File: config.mk
export PLATFORM = sky130hd
export DESIGN_NAME = fsk_period_demod
export DESIGN_NICKNAME = d
export VERILOG_FILES = /design/src/rtl/fsk_period_demod.sv
export SDC_FILE = /design/constraint.sdc
export NUM_CORES = 1
export LEC_CHECK = 0
export ABC_AREA = 1
export ABC_CLOCK_PERIOD_IN_PS = 3700
export BUFFER_PORTS_ARGS = -buffer_cell sky130_fd_sc_hd__buf_4
export CAP_MARGIN = 25
export CORE_MARGIN = 2
export CORE_UTILIZATION = 61
export CTS_BUF_LIST = sky130_fd_sc_hd__clkbuf_16
export DETAILED_ROUTE_END_ITERATION = 7
export GPL_TIMING_DRIVEN = 0
export HOLD_SLACK_MARGIN = 0.03
export PLACE_DENSITY_LB_ADDON = 0.15
export SYNTH_ARGS = -nofsm -noshare
export SYNTH_HDL_FRONTEND = slang
export SYNTH_SLANG_ARGS = --single-unit
File: constraint.sdc
create_clock -name i_clk -period 3.7 [get_ports i_clk]
set_clock_uncertainty 0.15 [all_clocks]
set_input_delay 0.925 -clock i_clk [delete_from_list [all_inputs] [get_ports i_clk]]
set_output_delay 0.925 -clock i_clk [all_outputs]
set_load 0.005 [all_outputs]
File: src/rtl/fsk_period_demod.sv
// FSK period demodulator: times synchronized Sig_in rising edges, thresholds and majority-votes each period.
// Define FSK_DEMOD_GLITCH_EN to add i_min_period, which ignores edges arriving too soon after the last one.
module fsk_period_demod #(
  parameter int CNT_W       = 24,
  parameter int SYNC_STAGES = 2,
  parameter int VOTE_N      = 3
) (
  input  logic             i_clk,
  input  logic             i_rst,
  input  logic             i_en,
  input  logic             i_sig_in,
  input  logic [CNT_W-1:0] i_thresh,
  input  logic [CNT_W-1:0] i_timeout,
`ifdef FSK_DEMOD_GLITCH_EN
  input  logic [CNT_W-1:0] i_min_period,
`endif
  output logic             o_bit_out,
  output logic             o_bit_valid,
  output logic [CNT_W-1:0] o_period_out,
  output logic             o_lost
);

  localparam logic [1:0] ST_IDLE    = 2'd0;
  localparam logic [1:0] ST_ACQUIRE = 2'd1;
  localparam logic [1:0] ST_FIRST   = 2'd2;
  localparam logic [1:0] ST_TRACK   = 2'd3;

  logic [SYNC_STAGES-1:0] r_sync;
  logic                   r_prev;
  logic [1:0]             r_state;
  logic [CNT_W-1:0]       r_count;
  logic [VOTE_N-1:0]      r_hist;
  logic                   r_bit;
  logic                   r_valid;
  logic [CNT_W-1:0]       r_period;
  logic                   r_lost;

  logic                   w_detect;
  logic                   w_take;
  logic                   w_raw;
  logic                   w_timeout;
  logic [CNT_W-1:0]       w_cnt_inc;
  logic [VOTE_N-1:0]      w_hist_shift;
  logic [3:0]             w_ones;
  logic                   w_maj;

  always_ff @(posedge i_clk or posedge i_rst) begin
    if (i_rst) begin
      r_sync <= '0;
      r_prev <= 1'b0;
    end else begin
      r_sync <= {r_sync[SYNC_STAGES-2:0], i_sig_in};
      r_prev <= r_sync[SYNC_STAGES-1];
    end
  end

  always_comb begin
    w_detect = r_sync[SYNC_STAGES-1] & ~r_prev;
`ifdef FSK_DEMOD_GLITCH_EN
    w_take   = w_detect & (r_count >= i_min_period);
`else
    w_take   = w_detect;
`endif
    w_raw     = (r_count < i_thresh);
    w_timeout = (i_timeout != '0) && (r_count == i_timeout);
    w_cnt_inc = (r_count == '1) ? r_count : r_count + CNT_W'(1);
  end

  // Vote over the history as it will be after the new raw bit is shifted in.
  always_comb begin
    w_hist_shift    = '0;
    w_hist_shift[0] = w_raw;
    for (int unsigned i = 1; i < VOTE_N; i++) begin
      w_hist_shift[i] = r_hist[i-1];
    end
    w_ones = '0;
    for (int unsigned i = 0; i < VOTE_N; i++) begin
      w_ones = w_ones + {3'b000, w_hist_shift[i]};
    end
    w_maj = (w_ones > 4'(VOTE_N / 2));
  end

  always_ff @(posedge i_clk or posedge i_rst) begin
    if (i_rst) begin
      r_state  <= ST_IDLE;
      r_count  <= '0;
      r_hist   <= '0;
      r_bit    <= 1'b0;
      r_valid  <= 1'b0;
      r_period <= '0;
      r_lost   <= 1'b0;
    end else begin
      r_valid <= 1'b0;
      if (!i_en) begin
        r_state <= ST_IDLE;
        r_count <= '0;
        r_lost  <= 1'b0;
      end else begin
        case (r_state)
          ST_IDLE: begin
            r_state <= ST_ACQUIRE;
            r_count <= '0;
          end
          ST_ACQUIRE: begin
            if (w_detect) begin
              r_count <= CNT_W'(1);
              r_state <= ST_FIRST;
            end
          end
          default: begin
            // A valid detect outranks a coincident timeout.
            if (w_take) begin
              r_count  <= CNT_W'(1);
              r_period <= r_count;
              r_valid  <= 1'b1;
              r_lost   <= 1'b0;
              r_state  <= ST_TRACK;
              if (r_state == ST_FIRST) begin
                r_hist <= {VOTE_N{w_raw}};
                r_bit  <= w_raw;
              end else begin
                r_hist <= w_hist_shift;
                r_bit  <= w_maj;
              end
            end else if (w_timeout) begin
              r_lost  <= 1'b1;
              r_state <= ST_ACQUIRE;
              r_hist  <= '0;
              r_count <= '0;
            end else begin
              r_count <= w_cnt_inc;
            end
          end
        endcase
      end
    end
  end

  assign o_bit_out    = r_bit;
  assign o_bit_valid  = r_valid;
  assign o_period_out = r_period;
  assign o_lost       = r_lost;

endmodule

==> flow_summary_export.csv <==
group,metric,value,unit
status,status,"complete, no violations",
global_route,grt_use_total,0.333,
die,ios,79,
clock_network,post_cts_resized,0,
detailed_routing,viasPerCell,5.38,
place,place_inst,764,
synthesis,synthMuxAreaShare,0,
cells_and_area,final_util,0.782,
clock_network,cts.hold.buffers_added,0,
synthesis,synth_compound_area_frac,0.0653,
synthesis,yosys-top-cells-count,"186 x nand2_1, 84 x inv_1, 73 x nor2_1, 58 x dfrtp_1, 31 x o21ai_0",
synthesis,synth_top_area_frac,0.346,
cells_and_area,register_area,1450,µm²
cells_and_area,nNetsFinal,772,
cells_and_area,layout-drive-gt1-share,0.181,
sta,max_slew_margin,0.632,
power,comb_power_share,0.186,
hold_path,hold_path.class,"reg -> reg",
critical_path,reg2reg_depth,13,
die,die_w,87.0,µm
sta,max_freq,358,MHz
synthesis,synth_nets,682,
sta,worst_slack,0.903,ns
critical_path,slowest_stage,"nor2_1",
critical_path,slowest_delay,0.33,ns
synthesis,async_flop_share,1.00,
die,core-area,6720,µm²
critical_path,crit_chain,"buf_4, inv_1, ha_1, a21oi_1, nor2_1, nor2_1, nand3_1, nor2_1, nand2_1, inv_1, ha_1, nand2_1, inv_1, o21ai_0, a31oi_1",
critical_path,endpoint,"o_bit_out$_DFFE_PP0P_",
clock_network,clock_path_buffers,2,
synthesis,synth-xor-area-share,0.0897,
synthesis,synthCells,605,
synthesis,synth_top_family_by_area,"simple AND/OR/NAND/NOR gates",
synthesis,yosys.area_share.simple,0.319,
clock_network,clk_pin_slew,0.06,ns
die,fp.dieArea,7560,µm²
synthesis,syn-cell-area,4200,µm²
die,start_util,0.625,
critical_path,critPathArrivalTime,2.84,ns
power,leakage,2.84,nW
sta,finalCritPeriodShare,0.756,
critical_path,r2r-end,"o_bit_out$_DFFE_PP0P_",
cells_and_area,insertedDiodeCount,0,
cells_and_area,multi_input_area,2300,µm²
place,post-dp-hpwl,8970,µm
place,place_ws,0.611,ns
detailed_routing,dr_total_vias,4193,
synthesis,syn_area_per_cell,6.94,µm²
detailed_routing,drc_errors,0,
critical_path,crit_type,"in -> reg",
power,p_seq_frac,0.346,
synthesis,synth_largest_area_cell,"dfrtp_1",
synthesis,yosys.cell_count.top_type,"nand2_1",
synthesis,synth-adder-area-share,0.0745,
synthesis,synth_ff_type,"dfrtp_1",
global_route,antenna_found_initial,0,
global_route,grt_pass1_wl,19300,µm
critical_path,startpoint,"i_thresh[21]",
clock_network,worstSkewPairLatency,0.33,ns
power,p_sw_frac,0.283,
sta,maxSlewViolCount,0,
clock_network,cts_buffers,9,
power,pwr_density_cell,398,nW/µm²
power,p_int,1.50,mW
power,irDropWorstVdd,455,µV
place,port-buffer-count,78,
critical_path,crit_required,3.74,ns
sta,fin_tns_setup,0,ns
power,pwr-share-clk,0.468,
synthesis,synth_area_leaders,"dfrtp_1 35%, nand2_1 17%, inv_1 7.5%",
sta,finalSetupViolations,0,
detailed_routing,wirelength,12000,µm
synthesis,ys_seq_area_frac,0.346,
synthesis,yosys_warnings,0,
global_route,grt.overflow.total,0,
die,die_h,87.0,µm
clock_network,cts.sinks,58,
synthesis,synth_edf_count,0,
critical_path,start_kind,"primary input",
global_route,grt_max_degree,44,
detailed_routing,first_iter_violations,260,
sta,rsz0062_at_grt,"false",
detailed_routing,dr.pass1.iters,5,
critical_path,worst_setup_path_end_kind,"flop",
critical_path,rrSetupSlack,1.06,ns
cells_and_area,fin_cells,780,
detailed_routing,post_drt_wl_per_cell,15.4,µm
detailed_routing,drtAntennaViolNets,0,
cells_and_area,syn2layout_area_growth,25.1,%
sta,worst_pin_slew,0.552,ns
synthesis,yosysUniqueCellTypes,34,
die,num_rows,30,
sta,fin_crit,2.80,ns
power,power.switching,0.592,mW
global_route,grt_pass1_vias,4042,
clock_network,cts_tree,"done",
critical_path,path_max_fanout,2,
clock_network,clockRootBuffer,"clkbuf_16",
place,gp_congestion,1.01,
synthesis,synth_seq_cells,58,
sta,whs,0.231,ns
clock_network,post-cts-setup-buffers,0,
sta,hold_violations,0,
cells_and_area,num-fill-cells,521,
critical_path,reg2reg_from,"r_count[19]$_DFFE_PP0P_",
clock_network,htree_levels,3,
job,maxCapViolCount,0,
-- per-layer routing --
metal	part of all wire	track usage	wire length [µm]	vias up
li1	-	-	-	2058
met3	0.071	0.0806	857	39
met1	0.41	0.401	4890	1916
met2	0.49	0.573	5850	180
met4	0.032	0.126	389	0
met5	0	0	0	-
-- worst max-delay path, delay by kind of cell --
family | cells | cell delay (ns)
adder cells (fa/ha/maj) | 2 | 0.52
buffers and inverters | 4 | 0.23
AO/OA/AOI/OAI | 3 | 0.40
AND/OR/NAND/NOR | 6 | 0.75
-- power by group through the flow --
| stage | logic [mW] | clock network (mW) | registers, mW |
|---|---|---|---|
| 3_3_place_gp | 0.353 | 0 | 0.728 |
| 5_1_grt | 0.437 | 0.999 | 0.730 |
| 2_1_floorplan | 0.227 | 0 | 0.721 |
| 6_report | 0.388 | 0.978 | 0.724 |
| 4_1_cts | 0.384 | 0.977 | 0.723 |
| 3_5_place_dp | 0.371 | 0 | 0.730 |
-- sequential cells by signal, indices dropped and copies added (netlist names) --
name and cells:
o_period_out 24, r_count 24, r_hist 2, r_state 2, r_sync 2, o_bit_out 1, o_bit_valid 1, o_lost 1
r_prev 1
-- worst min path at each step --
| stage | from | depth (start not counted) | slack, ns | to |
|---|---|---|---|---|
| 2_1_floorplan | r_sync[0]$_DFF_PP0_ | 0 | 0.18 | r_sync[1]$_DFF_PP0_ |
| 3_3_place_gp | r_sync[0]$_DFF_PP0_ | 0 | 0.18 | r_sync[1]$_DFF_PP0_ |
| 3_5_place_dp | r_sync[0]$_DFF_PP0_ | 0 | 0.21 | r_sync[1]$_DFF_PP0_ |
| 4_1_cts | r_sync[0]$_DFF_PP0_ | 0 | 0.23 | r_sync[1]$_DFF_PP0_ |
| 5_1_grt | r_sync[0]$_DFF_PP0_ | 0 | 0.24 | r_sync[1]$_DFF_PP0_ |
| 6_report | r_sync[0]$_DFF_PP0_ | 0 | 0.23 | r_sync[1]$_DFF_PP0_ |
-- cell families (layout without fill, tap and decap cells) --
| kind of cell | after synthesis | in the layout |
|---|---|---|
| adder cells (fa/ha/maj) | 25 | 25 |
| buffers and inverters | 108 | 203 |
| flip-flops | 58 | 58 |
| AND/OR/NAND/NOR | 319 | 319 |
| XOR/XNOR | 43 | 43 |
| AO/OA/AOI/OAI | 52 | 52 |
-- final cells by class --
| cell class | instances | area share |
|---|---|---|
| inverter | 88 | 0.0633 |
| timing repair buffer | 79 | 0.115 |
| sequential | 58 | 0.276 |
| buffer | 20 | 0.0212 |
| clock inverter | 7 | 0.0238 |
| tap | 80 | 0.0190 |
| clock buffer | 9 | 0.0429 |
| multi-input combinational | 439 | 0.438 |
-- placed cells by master, fill, tap and decap left out, drive strengths merged --
cell / instances
o21a: 1
nand2: 191
nor2: 78
nand4: 17
clkinv: 4
clkbuf: 18
or2: 1
buf: 90
o21ai: 34
xnor2: 22
a21oi: 10
dfrtp: 58
nor3: 9
bufinv: 3
o22ai: 4
ha: 25
nand3: 23
xor2: 21
inv: 88
a21boi: 1
a31oi: 1
a211oi: 1
-- through the flow --
| stage | power (mW) | instance area (µm²) |
|---|---|---|
| 6_report | 2.09 | 5260 |
| 3_3_place_gp | 1.08 | 4880 |
| 4_1_cts | 2.08 | 5260 |
| 2_1_floorplan | 0.949 | 4200 |
| 5_1_grt | 2.17 | 5260 |
| 3_5_place_dp | 1.10 | 4900 |
Power figures use the tool's default switching activity.
